===== src/rtl/regbank_bus_arbiter.sv =====
// Two-master round-robin arbiter in front of a single-port register bank.
// Optional WAIT-state watchdog enabled by defining REGBANK_ARB_TIMEOUT_EN.
module regbank_bus_arbiter #(
    parameter int unsigned ADDR_W  = 8,
    parameter int unsigned TIMEOUT = 255
) (
    input  logic              clk,
    input  logic              rst_n,
    input  logic              m0_rd,
    input  logic              m0_wr,
    input  logic [ADDR_W-1:0] m0_addr,
    input  logic [31:0]       m0_wdata,
    output logic [31:0]       m0_rdata,
    output logic              m0_rd_done,
    output logic              m0_wr_done,
    output logic              m0_busy,
    output logic              m0_err,
    input  logic              m1_rd,
    input  logic              m1_wr,
    input  logic [ADDR_W-1:0] m1_addr,
    input  logic [31:0]       m1_wdata,
    output logic [31:0]       m1_rdata,
    output logic              m1_rd_done,
    output logic              m1_wr_done,
    output logic              m1_busy,
    output logic              m1_err,
    output logic              s_rd_mem,
    output logic              s_wr_mem,
    output logic [ADDR_W-1:0] s_addr,
    output logic [31:0]       s_wdata,
    input  logic [31:0]       s_rdata,
    input  logic              s_rd_done,
    input  logic              s_wr_done
);

    if (TIMEOUT < 2 || TIMEOUT > 65535) begin : gen_timeout_range
        $error("TIMEOUT must be within 2..65535");
    end

    typedef enum logic [1:0] {StIdle, StIssue, StWait} state_e;

    state_e state_q, state_d;

    logic [1:0]              rd_in, wr_in;
    logic [1:0][ADDR_W-1:0]  addr_in;
    logic [1:0][31:0]        wdata_in;

    logic [1:0]              pend_q, pend_d;
    logic [1:0]              op_wr_q, op_wr_d;
    logic [1:0][ADDR_W-1:0]  addr_q, addr_d;
    logic [1:0][31:0]        wdata_q, wdata_d;

    logic                    gnt_q, gnt_d;
    logic                    last_q, last_d;
    logic                    gnt_sel;

    logic                    s_rd_mem_q, s_rd_mem_d;
    logic                    s_wr_mem_q, s_wr_mem_d;
    logic [ADDR_W-1:0]       s_addr_q, s_addr_d;
    logic [31:0]             s_wdata_q, s_wdata_d;
    logic [1:0]              rd_done_q, rd_done_d;
    logic [1:0]              wr_done_q, wr_done_d;
    logic [1:0]              err_q, err_d;
    logic [1:0][31:0]        rdata_q, rdata_d;

    logic                    match_done;
    logic                    timed_out;
    logic                    complete;

    assign rd_in    = {m1_rd, m0_rd};
    assign wr_in    = {m1_wr, m0_wr};
    assign addr_in  = {m1_addr, m0_addr};
    assign wdata_in = {m1_wdata, m0_wdata};

    assign match_done = (state_q == StWait) &&
                        (op_wr_q[gnt_q] ? s_wr_done : s_rd_done);
    assign complete   = match_done || timed_out;

`ifdef REGBANK_ARB_TIMEOUT_EN
    logic [15:0] cnt_q, cnt_d;

    assign timed_out = (state_q == StWait) && !match_done && (cnt_q == 16'(TIMEOUT - 1));

    always_comb begin
        cnt_d = 16'd0;
        if (state_q == StWait && !complete) begin
            cnt_d = cnt_q + 16'd1;
        end
    end

    always_ff @(posedge clk) begin
        if (!rst_n) begin
            cnt_q <= 16'd0;
        end else begin
            cnt_q <= cnt_d;
        end
    end
`else
    assign timed_out = 1'b0;
`endif

    // Both pending: alternate against the last completed grant.
    assign gnt_sel = (&pend_q) ? ~last_q : pend_q[1];

    // Request capture; strobes from a busy master are dropped, write wins over read.
    always_comb begin
        pend_d  = pend_q;
        op_wr_d = op_wr_q;
        addr_d  = addr_q;
        wdata_d = wdata_q;
        if (complete) begin
            pend_d[gnt_q] = 1'b0;
        end
        for (int n = 0; n < 2; n++) begin
            if (!pend_q[n] && (rd_in[n] || wr_in[n])) begin
                pend_d[n]  = 1'b1;
                op_wr_d[n] = wr_in[n];
                addr_d[n]  = addr_in[n];
                wdata_d[n] = wdata_in[n];
            end
        end
    end

    always_ff @(posedge clk) begin
        if (!rst_n) begin
            state_q <= StIdle;
        end else begin
            state_q <= state_d;
        end
    end

    always_comb begin
        state_d = state_q;
        unique case (state_q)
            StIdle:  if (|pend_q) state_d = StIssue;
            StIssue: state_d = StWait;
            StWait:  if (complete) state_d = StIdle;
            default: state_d = StIdle;
        endcase
    end

    // Next values of the registered outputs; strobe is launched on the IDLE->ISSUE edge.
    always_comb begin
        gnt_d      = gnt_q;
        last_d     = last_q;
        s_rd_mem_d = 1'b0;
        s_wr_mem_d = 1'b0;
        s_addr_d   = s_addr_q;
        s_wdata_d  = s_wdata_q;
        rd_done_d  = 2'b00;
        wr_done_d  = 2'b00;
        err_d      = 2'b00;
        rdata_d    = rdata_q;
        if (state_q == StIdle && |pend_q) begin
            gnt_d    = gnt_sel;
            s_addr_d = addr_q[gnt_sel];
            if (op_wr_q[gnt_sel]) begin
                s_wr_mem_d = 1'b1;
                s_wdata_d  = wdata_q[gnt_sel];
            end else begin
                s_rd_mem_d = 1'b1;
            end
        end
        if (complete) begin
            last_d       = gnt_q;
            err_d[gnt_q] = timed_out;
            if (op_wr_q[gnt_q]) begin
                wr_done_d[gnt_q] = 1'b1;
            end else begin
                rd_done_d[gnt_q] = 1'b1;
                rdata_d[gnt_q]   = match_done ? s_rdata : 32'hDEADBEEF;
            end
        end
    end

    always_ff @(posedge clk) begin
        if (!rst_n) begin
            pend_q     <= 2'b00;
            op_wr_q    <= 2'b00;
            addr_q     <= '0;
            wdata_q    <= '0;
            gnt_q      <= 1'b0;
            last_q     <= 1'b1;
            s_rd_mem_q <= 1'b0;
            s_wr_mem_q <= 1'b0;
            s_addr_q   <= '0;
            s_wdata_q  <= 32'd0;
            rd_done_q  <= 2'b00;
            wr_done_q  <= 2'b00;
            err_q      <= 2'b00;
            rdata_q    <= '0;
        end else begin
            pend_q     <= pend_d;
            op_wr_q    <= op_wr_d;
            addr_q     <= addr_d;
            wdata_q    <= wdata_d;
            gnt_q      <= gnt_d;
            last_q     <= last_d;
            s_rd_mem_q <= s_rd_mem_d;
            s_wr_mem_q <= s_wr_mem_d;
            s_addr_q   <= s_addr_d;
            s_wdata_q  <= s_wdata_d;
            rd_done_q  <= rd_done_d;
            wr_done_q  <= wr_done_d;
            err_q      <= err_d;
            rdata_q    <= rdata_d;
        end
    end

    assign m0_rdata   = rdata_q[0];
    assign m1_rdata   = rdata_q[1];
    assign m0_rd_done = rd_done_q[0];
    assign m1_rd_done = rd_done_q[1];
    assign m0_wr_done = wr_done_q[0];
    assign m1_wr_done = wr_done_q[1];
    assign m0_err     = err_q[0];
    assign m1_err     = err_q[1];
    assign m0_busy    = pend_q[0];
    assign m1_busy    = pend_q[1];
    assign s_rd_mem   = s_rd_mem_q;
    assign s_wr_mem   = s_wr_mem_q;
    assign s_addr     = s_addr_q;
    assign s_wdata    = s_wdata_q;

endmodule


===== config.mk =====
export PLATFORM = sky130hd
export DESIGN_NAME = regbank_bus_arbiter
export DESIGN_NICKNAME = d
export VERILOG_FILES = /design/src/rtl/regbank_bus_arbiter.sv
export SDC_FILE = /design/constraint.sdc
export NUM_CORES = 1
export LEC_CHECK = 0
export CAP_MARGIN = 15
export CORE_MARGIN = 2
export CORE_UTILIZATION = 40
export CTS_CLUSTER_DIAMETER = 50
export DETAILED_ROUTE_END_ITERATION = 10
export PLACE_DENSITY_LB_ADDON = 0.08
export SYNTH_ARGS = -nofsm -noshare
export SYNTH_HDL_FRONTEND = slang
export SYNTH_SLANG_ARGS = --single-unit

===== constraint.sdc =====
create_clock -name clk -period 2.2 [get_ports clk]
set_input_delay 0.22 -clock clk [delete_from_list [all_inputs] [get_ports clk]]
set_output_delay 0.22 -clock clk [all_outputs]
set_load 0.01 [all_outputs]

Word level (Yosys, flattened, before mapping) --
Cells that the tools add are included.
Word-level totals: bits in registers 198
Cells by class: magnitude comparators 3, equal/unequal tests 4, mux-type cells 24, bitwise gates (word level) 6, reductions and logical operators 20
Operators by type and width (number):
- $mux 32 | 4
- $bwmux 64 | 1
- $demux 32 s1 | 1
- $mux 8 | 2
- $mux 1 | 11
- $reduce_and 2->1 | 5
- $mux 2 | 3
- $pmux 2 s3 | 1
- $logic_and 1x1->1 | 5
- $lt 1x2->1 const B | 2
- $ne 2x2->1 const B | 2
- $not 1->1 | 4
- $reduce_bool 2->1 | 2
- $reduce_and 3->1 | 1
- $reduce_or 3->1 | 1
- $and 2x2->2 | 1
- $eq 2x1->1 const B | 1
- $eq 2x2->1 const B | 1
- $logic_not 1->1 | 2
- $logic_not 2->1 | 1
- $logic_or 1x1->1 | 2
- $not 2->2 | 1
- $reduce_or 2->1 | 1
- $demux 1 s1 | 1
- $ge 1x1->1 const B | 1

Logic depth before layout (Yosys ltp) --
depth in word-level cells 8, depth in mapped cells 7

Worst setup path before layout --
Ideal clock, no wire load.
path kind flip-flop to flip-flop, start point reg pend_q[1], end point reg s_wdata_q[10], in the netlist s_wdata[10], arrival 1.675 ns, setup slack 0.408 ns, stages on the path, launching flop included 8, buffers on the path 3, clock period less this slack 1.792 ns, cell sequence dfxtp_1 > a21boi_1 > buf_2 > mux2_4 > and2_1 > buf_2 > buf_6 > o211a_1
On the way: cells in the longest elaborated chain, start to end 5, elaborated cells on any way between the ends 9
RTL lines:
- from (decl) | RTL line 48 | logic [1:0] pend_q, pend_d;
- from (signal assigned) | RTL line 193 | pend_q <= pend_d;
- $reduce_and 2->1 | RTL line 103 | assign gnt_sel = (&pend_q) ? ~last_q : pend_q[1];
- $mux 1 | RTL line 103
- $mux 1 (not written as such) (2 in a row) | RTL line 157 | if (op_wr_q[gnt_sel]) begin
- $reduce_and 2->1 (no line)
- to (signal assigned) | RTL line 202 | s_wdata_q <= s_wdata_d;
- to (decl) | RTL line 60 | logic [31:0] s_wdata_q, s_wdata_d;
Several ways; a longest one is shown, not always the timed one. The select of a mux whose other input is x is not followed. A chain may end at the register's enable or synchronous reset.

Worst setup path in the final report --
start point reg pend_q[1], end point reg s_wdata_q[25], in the netlist s_wdata[25]
Same word-level chain as after synthesis.

==> key figures <==
Synthesis
  – XOR/XNOR share of the synthesized area: 0
  – Synth area leaders: dfxtp_1 (51%), nand2_1 (14%), a21boi_0 (11%), mux2i_1 (5.8%), o211a_1 (5.2%)
  – Syn Area/Cell: a little under 9 um2
  – Post-synth EDFFs: 0
  – Synth cell types: 29
  – Main synth FF type: dfxtp_1
  – Simple-gate share of the synthesized area: 0.188
  – Synthesized area: 7740 um2
  – Post-Synthesis Cells: 868
  – Share of synthesized area spent on multiplexers: 0.0601
  – Post-synthesis async set-or-reset flop share: 0
  – Most frequent cells after synthesis: nand2_1 (296), dfxtp_1 (198), a21boi_0 (116)
  – Sequential area share after synthesis: 0.512
  – Compound-cell area share of the yosys netlist: 0.198
  – Synth top area share: 0.512
  – Number of synthesized register bits: 198
  – Post-synthesis adder-cell area fraction: 0
  – Leading area contributor after synthesis: dfxtp_1
  – Ys Warns: 0
  – Largest family of logic cells by synthesized area: compound AO/OA/AOI/OAI gates
  – Cell with the most instances after synthesis: nand2_1

GRT
  – Pin count of the biggest net entering global routing: 77
  – First-pass GRT wire length: about 34 mm
  – Total GRT Usage: 0.210
  – Initial antenna violation count: 1
  – Vias in the first global route: about 6.5k
  – Grt total ovfl: 0

STA
  – Unrepaired setup endpoints after global routing: no
  – Worst slew margin: 0.594
  – Final Cycle Share: 0.841
  – Final Setup Violations: 0
  – Max Slew Vio Count: 0
  – Final Hold Viols: 0
  – Setup TNS: 0 ns
  – Fmax achieved: 0.540 GHz
  – Least-Margin Pin Slew: 0.608 ns
  – Setup Skew: about 0.012 ns
  – Final Critical Period: 1.85 ns

Worst setup path
  – CP max stage cell: dfxtp_1
  – CP top delay family: compound AO/OA/AOI/OAI gates
  – Setup crit end kind: register
  – Crit path DAT: 2.18 ns
  – Slowest stage delay, CP: 0.46 ns
  – CP startpoint kind: register
  – Worst path bufs/invs: 1
  – Critical Path, Cell by Cell: a21boi_4 > mux2_4 > and2_1 > buf_12 > o211a_1
  – Largest fanout on the critical path: 26
  – CP Class: reg -> reg
  – Worst path required time: 2.53 ns

Placement
  – Port Buffer Count: 231
  – Placed cell areas: 10300 um2
  – Gpl congestion: between 0.7 and 0.8
  – HPWL after DPL: between 10 and 15 mm

Power and ir drop
  – Tot Pwr: 8.19 mW
  – PwrDens: 753 nW/um2
  – Worst vdd ir: approximately 0.55 mV
  – Leak pwr: roughly 4.3 nW

Routing
  – DR vias/cell: 4.86
  – Vias: 6503
  – Antenna-violating nets left: 0
  – Total routed wirelength: 21.2 mm
  – Drt drc: 0
  – Drt pass-1 iters: 4
  – Avg WL per Cell: between 15 and 20 um
  – DRT iter0 DRCs: approximately 270

Floorplan
  – CORE AREA: between 15000 and 20000 um2
  – Die Ht: 143 um
  – Die area: 20500 um2
  – Initial Utilization: 0.411
  – FP Rows: 50
  – DIE WIDTH: around 140 um
  – I/O pins: ~230

Clock network
  – Clock slew at reported path FFs: roughly 0.070 ns
  – CTS Hold Buffers Added: 0
  – Setup repair bufs after CTS: 0
  – CTS tree: yes
  – Clock sink count: 198
  – H-tree Lvls: 4
  – CTS resizes: 0
  – Root Buffer: clkbuf_16
  – Clk_lat worst skew: roughly 0.44 ns
  – CTS Buf Count: 17
  – Clock buffer depth: 2

Layout
  – Design area: 10900 um2
  – Antenna cells: 0
  – Layout cells sized above 1: 0.0557
  – Nets: ~1.2k
  – Synthesis-to-finish area growth: 40.4%

Run status
  – Outcome: completed

Run
  – Max-Cap Viols: 0

Hold path
  – Hold Crit Class: in -> reg
-- state kept, by name, indices dropped and copies added (netlist names), 8 cells and up --
name      flops
m0_rdata     32
addr_q       16
m1_rdata     32
s_addr        8
s_wdata      32
wdata_q      64
-- kinds of logic (layout without fill, tap and decap cells) --
group | after synthesis | in the layout
other | 1 | 2
AOI/OAI and AO/OA | 192 | 192
muxes | 46 | 46
and+or+nand+nor | 357 | 357
DFF | 198 | 198
buffers and inverters | 74 | 283
-- layout make-up --
| cell class | count | area (um2) |
|---|---|---|
| Timing Repair Buffer | 250 | 2510 |
| Fill cell | 1757 | 7960 |
| Sequential cell | 198 | 3960 |
| Clock buffer | 19 | 453 |
| Tap cell | 260 | 325 |
| Clock inverter | 13 | 113 |
| Multi-Input combinational cell | 597 | 3500 |
| Inverter | 1 | 3.75 |
-- per-layer routing --
| metal | GRT usage | share of wire |
|---|---|---|
| met1 | 0.250 | 0.44 |
| met2 | 0.349 | 0.46 |
| met3 | 0.0855 | 0.089 |
| met5 | 0 | 0 |
| met4 | 0.0610 | 0.011 |
-- power by group --
part / leakage [nW] / internal, mW / switching [mW]
clock: 0.268 / 1.54 / 1.47
combinational: 2.44 / 0.638 / 0.611
sequential: 1.62 / 3.79 / 0.127
total: 4.33 / 5.98 / 2.21
-- cells in the final DEF (no fill, tap or decap), drive strengths merged --
cell             n
conb             2
o311ai           1
clkbuf          19
dfxtp          198
nand2          296
and4             2
nor4b            1
and3             2
clkinvlp         4
clkinv           3
a21boi         145
nand4b           1
a31oi            2
o211a           40
and2             4
nand3           33
inv              7
mux2i           45
nor2             7
nor2b            7
mux2             1
nor3             1
clkdlybuf4s50  230
o21ai            3
a21oi            1
nand2b           1
or2              2
buf             20
-- per-stage QoR --
stage / setup slack [ns] / hold WS [ns] / instances / utilization
after CTS: 0.348 / 0.226 / 1338 / 0.577
after floorplan: 0.408 / 0.355 / 869 / -
final: 0.350 / 0.250 / 1338 / 0.577
after global placement: 0.423 / 0.441 / 1306 / 0.547
after detailed placement: 0.367 / 0.447 / 1306 / 0.547
after global routing: 0.266 / 0.263 / 1338 / 0.577
-- path summary, 6_finish.rpt --
kind               startpoint          end  slack, ns  depth (start not counted)
setup / recovery    pend_q[1]  s_wdata[25]       0.35                          5
hold / removal          rst_n       last_q       0.25                          2
setup reg to reg    pend_q[1]  s_wdata[25]       0.35                          5
hold reg to reg   wdata_q[45]  wdata_q[45]       0.46                          2
(Power assumes the default switching activity.)
